### config.mk
export PLATFORM = sky130hd
export DESIGN_NAME = path_reader
export DESIGN_NICKNAME = d
export VERILOG_FILES = /design/src/rtl/path_reader_pkg.sv /design/src/rtl/path_buf.sv /design/src/rtl/path_reader.sv
export SDC_FILE = /design/constraint.sdc
export NUM_CORES = 1
export LEC_CHECK = 0
export ABC_CLOCK_PERIOD_IN_PS = 4510
export CAP_MARGIN = 10
export CELL_PAD_IN_SITES_DETAIL_PLACEMENT = 1
export CELL_PAD_IN_SITES_GLOBAL_PLACEMENT = 2
export CORE_AREA = 8 8 122 124
export DETAILED_ROUTE_END_ITERATION = 8
export DIE_AREA = 0 0 130 132
export GPL_ROUTABILITY_DRIVEN = 0
export PLACE_DENSITY = 0.82
export SYNTH_ARGS = -nofsm -noshare
export SYNTH_HDL_FRONTEND = slang
export SYNTH_HIERARCHICAL = 1
export SYNTH_SLANG_ARGS = --single-unit
### constraint.sdc
create_clock -name clk -period 4.51 [get_ports clk]
set_input_delay 0.902 -clock clk [delete_from_list [all_inputs] [get_ports clk]]
set_output_delay 0.902 -clock clk [all_outputs]
set_load 0.02 [all_outputs]
### src/rtl/path_reader_pkg.sv
// ============================================================================
// Module  : path_reader_pkg
// Brief   : Shared types and constants for the path_reader stack drain block.
// Revision: 1.0 - initial release
// ============================================================================
`default_nettype none

package path_reader_pkg;

    localparam int c_coord_w       = 4;
    localparam int c_default_depth = 16;

    typedef enum logic [1:0] {
        IDLE   = 2'd0,
        DRAIN  = 2'd1,
        EMIT   = 2'd2,
        FINISH = 2'd3
    } state_t;

endpackage

`default_nettype wire

### src/rtl/path_buf.sv
// ============================================================================
// Module  : path_buf
// Brief   : DEPTH x 2W register file, one synchronous write port and one
//           combinational read port; storage is not reset.
// Revision: 1.0 - initial release
// ============================================================================
`default_nettype none

module path_buf #(
    parameter int DEPTH = 16,
    parameter int W     = 4,
    parameter int AW    = (DEPTH > 1) ? $clog2(DEPTH) : 1
) (
    input  logic            clk,
    input  logic            i_we,
    input  logic [AW-1:0]   i_waddr,
    input  logic [2*W-1:0]  i_wdata,
    input  logic [AW-1:0]   i_raddr,
    output logic [2*W-1:0]  o_rdata
);

    logic [2*W-1:0] r_mem [DEPTH];

    always_ff @(posedge clk) begin
        if (i_we) begin
            r_mem[i_waddr] <= i_wdata;
        end
    end

    assign o_rdata = r_mem[i_raddr];

endmodule

`default_nettype wire

### src/rtl/path_reader.sv
// ============================================================================
// Module  : path_reader
// Brief   : Pops the coordinate stack into a buffer, then streams the path out
//           in push order over valid/ready. PATH_READER_LEN_EN adds path_len.
// Revision: 1.0 - initial release
// ============================================================================
`default_nettype none

module path_reader
    import path_reader_pkg::*;
#(
    parameter int DEPTH = c_default_depth,
    parameter int W     = c_coord_w
) (
    input  logic         clk,
    input  logic         rst,
    input  logic         start,
    output logic         stk_pop,
    input  logic [W-1:0] stk_x,
    input  logic [W-1:0] stk_y,
    input  logic         stk_fail,
    output logic         out_valid,
    input  logic         out_ready,
    output logic [W-1:0] out_x,
    output logic [W-1:0] out_y,
    output logic         out_last,
    output logic         busy,
    output logic         done
`ifdef PATH_READER_LEN_EN
    ,
    output logic [$clog2(DEPTH+1)-1:0] path_len
`endif
);

    localparam int c_cw = $clog2(DEPTH + 1);
    localparam int c_aw = (DEPTH > 1) ? $clog2(DEPTH) : 1;
    localparam logic [c_cw-1:0] c_full = c_cw'(DEPTH);

    state_t          r_state;
    state_t          w_next;
    logic [c_cw-1:0] r_cnt;
    logic [c_aw-1:0] r_idx;
    logic            w_pop;
    logic            w_fire;
    logic [2*W-1:0]  w_rdata;

    always_comb begin
        w_next = r_state;
        w_pop  = 1'b0;
        case (r_state)
            IDLE: begin
                if (start) w_next = DRAIN;
            end
            DRAIN: begin
                w_pop = !stk_fail && (r_cnt < c_full);
                // Stack exhausted or buffer full: an empty path skips EMIT
                if (!w_pop) w_next = (r_cnt != '0) ? EMIT : FINISH;
            end
            EMIT: begin
                if (out_ready && (r_idx == '0)) w_next = FINISH;
            end
            FINISH: begin
                w_next = IDLE;
            end
            default: begin
                w_next = IDLE;
            end
        endcase
    end

    assign stk_pop   = w_pop && !rst;
    assign out_valid = (r_state == EMIT);
    assign w_fire    = out_valid && out_ready;
    assign out_last  = out_valid && (r_idx == '0);
    assign busy      = (r_state != IDLE);
    assign done      = (r_state == FINISH);
    assign out_x     = w_rdata[2*W-1:W];
    assign out_y     = w_rdata[W-1:0];

    always_ff @(posedge clk) begin
        if (rst) begin
            r_state <= IDLE;
            r_cnt   <= '0;
            r_idx   <= '0;
        end else begin
            r_state <= w_next;
            case (r_state)
                IDLE: begin
                    if (start) r_cnt <= '0;
                end
                DRAIN: begin
                    if (w_pop) begin
                        r_cnt <= r_cnt + 1'b1;
                    end else if (r_cnt != '0) begin
                        r_idx <= c_aw'(r_cnt - 1'b1);
                    end
                end
                EMIT: begin
                    if (w_fire && (r_idx != '0)) r_idx <= r_idx - 1'b1;
                end
                default: begin
                end
            endcase
        end
    end

`ifdef PATH_READER_LEN_EN
    always_ff @(posedge clk) begin
        if (rst) begin
            path_len <= '0;
        end else if ((r_state == DRAIN) && !w_pop) begin
            path_len <= r_cnt;
        end
    end
`endif

    path_buf #(
        .DEPTH (DEPTH),
        .W     (W),
        .AW    (c_aw)
    ) u_buf (
        .clk     (clk),
        .i_we    (stk_pop),
        .i_waddr (r_cnt[c_aw-1:0]),
        .i_wdata ({stk_x, stk_y}),
        .i_raddr (r_idx),
        .o_rdata (w_rdata)
    );

endmodule

`default_nettype wire

Yosys cells after proc, flatten, opt, wreduce, memory -nomap -nowiden
Memory sizes are Yosys's and may differ from the RTL's. A register that Yosys moved wholly into a read port is not among the register bits.
Cells that the tools add are included.
{ "totals": {"reg_bits": 11, "latchBits": 0, "mem_bits_rw": 128, "rom_bits": 0, "inputBits": 13, "mem_count": 1} }
{ "memory_table": {"columns": ["memory", "words", "word_bits", "rd", "rd_clocked_by_memory_dff", "write_ports", "line", "source"], "rows": [
  ["u_buf.r_mem", 16, 8, 1, 1, 1, "path_buf.sv:22", "logic [2*W-1:0] r_mem [DEPTH];"]
]} }
{ "classes": {"n_addsub": 3, "mul": 0, "n_div": 0, "magnitude_cmp": 1, "n_eq_ne": 10, "shifts": 0, "n_mux": 17, "n_bitwise": 0, "n_reduce_logical": 18} }
{ "op_table": {"columns": ["operator", "count"], "rows": [
  ["$mux 4", 5],
  ["$mux 5", 2],
  ["$ne 2x2->1 const B", 5],
  ["$pmux 5 s2", 1],
  ["$pmux 2 s4", 1],
  ["$pmux 4 s2", 1],
  ["$sub 4x1->4 const B", 2],
  ["$logic_and 1x1->1", 6],
  ["$mux 2", 3],
  ["$reduce_and 3->1", 2],
  ["$reduce_bool 2->1", 3],
  ["$add 5x1->5 const B", 1],
  ["$lt 5x5->1 const B", 1],
  ["$reduce_bool 5->1", 1],
  ["$eq 2x2->1 const B", 2],
  ["$logic_not 4->1", 1],
  ["$mux 1", 4],
  ["$ne 2x1->1 const B", 2],
  ["$reduce_and 4->1", 1],
  ["$reduce_bool 4->1", 1],
  ["$eq 2x1->1 const B", 1],
  ["$logic_not 1->1", 2],
  ["$logic_not 2->1", 1]
]} }

Depth between registers and ports, before layout
{ "depth": {"depth_word": 7, "depth_mapped": 9, "ltp_nobuf": 8} }

By module
Netlist, hierarchy kept.
{ "modules_own_cells": {"columns": ["mod", "n_inst", "cells_per_inst", "area_per_inst_um2"], "rows": [
  ["path_buf", 1, 221, 4987.3],
  ["path_reader", 1, 82, 738.2]
]} }

Worst setup path before layout
OpenSTA, ideal clock, no wires.
{ "synth_timing": {"path_kind": "input port to flip-flop", "start": "input stk_fail", "end": "memory u_buf/r_mem[0][0] (netlist name) (enable)", "setup_time_ns": 0.383, "arrival_ns": 2.885, "slack_ns": 1.242, "path_stages": 4, "path_buffers": 0, "cell_sequence": "or3b_1 -> nor2_1 -> or3b_2 -> nor3_1"} }
{ "synth_between": {"elab_chain_len": 6} }
{ "synth_lines": {"columns": ["element", "line", "source"], "rows": [
  ["from (decl)", "path_reader.sv:21", "input logic stk_fail,"],
  ["$logic_not 1->1", "path_reader.sv:55", "w_pop = !stk_fail && (r_cnt < c_full);"],
  ["$logic_and 1x1->1", "path_reader.sv:55", null],
  ["$mux 1", "path_reader.sv:50", "case (r_state)"],
  ["$logic_and 1x1->1", "path_reader.sv:71", "assign stk_pop = w_pop && !rst;"],
  ["net stk_pop", "path_reader.sv:18", "output logic stk_pop,"],
  ["$mux 1", "path_buf.sv:25", "if (i_we) begin"],
  ["$mux 1 (implied by the code)", "path_buf.sv:26", "r_mem[i_waddr] <= i_wdata;"],
  ["to (decl)", "path_buf.sv:22", null]
]} }
The timed path passes the listed nets, and every way through them passes these cells.

==> results.json <==
{
  "status": "complete, no violations",
  "syn-mean-instance-area_um2": 18.9,
  "area_growth_syn_to_layout_pct": 19.0,
  "worstPathMaxFanout": 22,
  "max_slew.worst_pin.slew_ps": 1100,
  "cp_data_required_time_ps": 3610,
  "final_hold_viol_count": 0,
  "fmaxAchievable_mhz": 251,
  "grt_setup_unrepaired": "no",
  "ir_drop_worst_case_vdd_v": 0.000288,
  "post_cts_buffers": 0,
  "finish.net_count": 369,
  "total_leakage_power_nw": 2.21,
  "critical_path_class": "reg -> out",
  "count_of_distinct_cell_types_in_the_synthesized_netlist": 38,
  "period_minus_slack_ps": 3990,
  "dp_cells": 505,
  "core_area_mm2": 0.0130,
  "power_density_mw_per_mm2": 621,
  "final-max-slew-violation-count": 0,
  "wire_length_of_the_first_global_routing_pass_um": 19100,
  "hold_path_class": "reg -> reg",
  "dpl_worst_slack_ps": 799,
  "netlist.area_leader.share": 0.671,
  "insertedDiodeCount": 0,
  "first_global_vias": 3206,
  "fin_worst_skew_ps": 3.77,
  "die_y_um": 132,
  "drt-vias-per-instance": 5.48,
  "max-cap-violations": 0,
  "cts_buffers": 17,
  "total_switching_power_mw": 1.25,
  "layoutNonFillerInstCount": 537,
  "cts-root-to-sink-buffers": 2,
  "finalHoldWorstSlack_ps": 564,
  "drt-initial-drc-count": 240,
  "net_switching_fraction_of_the_power": 0.296,
  "end_kind": "primary output",
  "synth_top_area_cell": "sky130_fd_sc_hd__edfxtp_1",
  "cts.sinks": 139,
  "postSynthNetCount": 324,
  "grt_start_max_net_pins": 28,
  "cts.reportedPaths.clkPinSlew_ps": 50,
  "htree_levels": 4,
  "clk-insertion-delay-late_ps": 410,
  "ctsResizeCount": 0,
  "worst_slew_margin_rel": 0.266,
  "cp_data_arrival_time_ps": 3080,
  "synthesis.area_mm2": 0.00573,
  "totalWireLength_um": 12100,
  "firstDrtPassIters": 4,
  "top_level_ports": 26,
  "detail_route.drc_violations": 0,
  "startpoint_type_of_the_worst_setup_path": "register",
  "tns_ps": 0,
  "initial_cell_density_of_the_core": 0.441,
  "buffer_ports.inserted": 25,
  "netlist_instances": 303,
  "detailed_place_hpwl_um": 7900,
  "clock_power_share": 0.335,
  "ys_async_sr_fraction": 0,
  "cell_at_the_root_of_the_clock_tree": "sky130_fd_sc_hd__clkbuf_16",
  "fin_crit_sh": 0.884,
  "synth_top_cells_by_area": "sky130_fd_sc_hd__edfxtp_1 (67%), sky130_fd_sc_hd__mux4_2 (7.1%), sky130_fd_sc_hd__mux4_1 (6.4%), sky130_fd_sc_hd__dfxtp_1 (3.8%), sky130_fd_sc_hd__a22oi_1 (2.1%)",
  "fill_cells": 1193,
  "via_count": 2943,
  "groute.usage.overall": 0.154,
  "tritoncts": "yes",
  "synth_sequential_area_ratio": 0.710,
  "netlist_top_cells_count": "sky130_fd_sc_hd__edfxtp_1 (128), sky130_fd_sc_hd__nor2_1 (24), sky130_fd_sc_hd__mux4_2 (18)",
  "die_width_um": 130,
  "worst_slack_ps": 525,
  "report.final.setup_viol": 0,
  "synth.yosys.warnings": 6,
  "post-synth-top-count-cell": "sky130_fd_sc_hd__edfxtp_1",
  "internal-power_mw": 2.98,
  "power.share.combinational": 0.298,
  "synth-main-ff-cell": "sky130_fd_sc_hd__edfxtp_1",
  "ctsHoldBuffers": 0,
  "routedWlPerCell_um": 22.6,
  "share_seq_of_total_power": 0.368,
  "synth_edf_count": 128,
  "layout.core_utilization": 0.525,
  "postSynthRegisterBits": 139,
  "grt_antenna_before_repair": 0,
  "std_cell_rows": 42,
  "area_enclosed_by_the_die_boundary_mm2": 0.0172,
  "post_route_cells_drive_above_1_share": 0.183,
  "globalRoute.totalOverflow": 0,
  "ant_nets": 0
}
[worst paths after layout]
| path | depth (start not counted) | startpoint | endpoint | slack, ps |
|---|---|---|---|---|
| hold reg to reg | 2 | r_cnt[4] | r_cnt[4] | 560 |
| setup / recovery | 5 | r_idx[1] | out_y[1] | 520 |
| setup reg to reg | 6 | r_state[1] | u_buf/r_mem[3][3] | 1530 |
| hold / removal | 2 | r_cnt[4] | r_cnt[4] | 560 |
[layout make-up]
class | count | area, µm² | share of cell area
flip-flops and latches | 139 | 4070 | 0.597
multi-input cells | 145 | 1530 | 0.225
clock buffers | 19 | 433 | 0.0635
repair buffers | 38 | 360 | 0.0529
well taps | 176 | 220 | 0.0323
clock inverters | 13 | 174 | 0.0255
inverters | 7 | 26.3 | 0.00386
[worst max-delay path: stages, from the launching register on]
cell                              delay [ps]
sky130_fd_sc_hd__dfxtp_1                1040
sky130_fd_sc_hd__buf_4                   320
sky130_fd_sc_hd__mux4_1                  300
sky130_fd_sc_hd__a22oi_1                 320
sky130_fd_sc_hd__nand2_1                 110
sky130_fd_sc_hd__clkdlybuf4s50_1         560
[through the flow]
stage | power, mW | instance area, µm²
after floorplan | 2.42 | 5730
after global placement | 2.83 | 6210
after detailed placement | 2.86 | 6210
after CTS | 4.28 | 6810
after global routing | 4.41 | 6810
final | 4.23 | 6810
[cell usage in the layout (no fill, tap or decap), types with 2 or more instances in the layout]
cell,synthesis,layout
sky130_fd_sc_hd__clkdlybuf4s50_1,0,25
sky130_fd_sc_hd__edfxtp_1,128,128
sky130_fd_sc_hd__nor2_1,24,24
sky130_fd_sc_hd__inv_1,7,7
sky130_fd_sc_hd__and2_1,2,2
sky130_fd_sc_hd__buf_4,1,12
sky130_fd_sc_hd__xor2_1,3,3
sky130_fd_sc_hd__bufinv_16,0,4
sky130_fd_sc_hd__nand3_1,2,2
sky130_fd_sc_hd__clkinv_2,0,3
sky130_fd_sc_hd__clkbuf_1,1,2
sky130_fd_sc_hd__mux4_1,14,14
sky130_fd_sc_hd__nand2b_1,4,4
sky130_fd_sc_hd__or3b_1,2,2
sky130_fd_sc_hd__clkbuf_16,0,17
sky130_fd_sc_hd__nand4_1,2,2
sky130_fd_sc_hd__clkinvlp_4,0,3
sky130_fd_sc_hd__a211oi_2,2,2
sky130_fd_sc_hd__o21ai_0,2,2
sky130_fd_sc_hd__ha_1,8,8
sky130_fd_sc_hd__nor2b_1,2,2
sky130_fd_sc_hd__clkinv_1,0,2
sky130_fd_sc_hd__a21oi_1,5,5
sky130_fd_sc_hd__dfxtp_1,11,10
sky130_fd_sc_hd__mux4_2,18,18
sky130_fd_sc_hd__a22oi_1,16,16
sky130_fd_sc_hd__nand3b_1,4,4
sky130_fd_sc_hd__nor3_1,6,6
sky130_fd_sc_hd__nand2_1,12,12
sky130_fd_sc_hd__mux2i_1,6,6
[registers in the layout (all words and copies together) (netlist names)]
name and cells:
r_idx 4, r_cnt 5, u_buf/r_mem 128, r_state 2
[kinds of logic (layout without fill, tap and decap cells)]
family / Yosys count / in the layout / share of synthesized area
AOI/OAI and AO/OA: 31 / 31 / 0.0437
buffers and inverters: 19 / 77 / 0.0223
xor gates and xnor gates: 4 / 4 / 0.00612
adders and majority gates: 8 / 8 / 0.0175
DFF: 139 / 139 / 0.710
and+or+nand+nor: 64 / 64 / 0.0551
muxes: 38 / 38 / 0.146
[power groups by stage]
stage / logic [mW] / clock network (mW) / registers (mW)
finish: 1.26 / 1.42 / 1.56
global route: 1.36 / 1.49 / 1.57
CTS: 1.28 / 1.44 / 1.56
detailed placement: 1.27 / 0 / 1.59
global placement: 1.25 / 0 / 1.58
floorplan: 0.909 / 0 / 1.52
[metal layers]
metal / vias up / wire [µm] / track usage
met2: 79 / 6090 / 0.248
li1: 1328 / - / -
met3: 21 / 552 / 0.0372
met4: 0 / 234 / 0.0607
met5: - / 0 / 0
met1: 1515 / 5260 / 0.195
(Power assumes the default switching activity.)
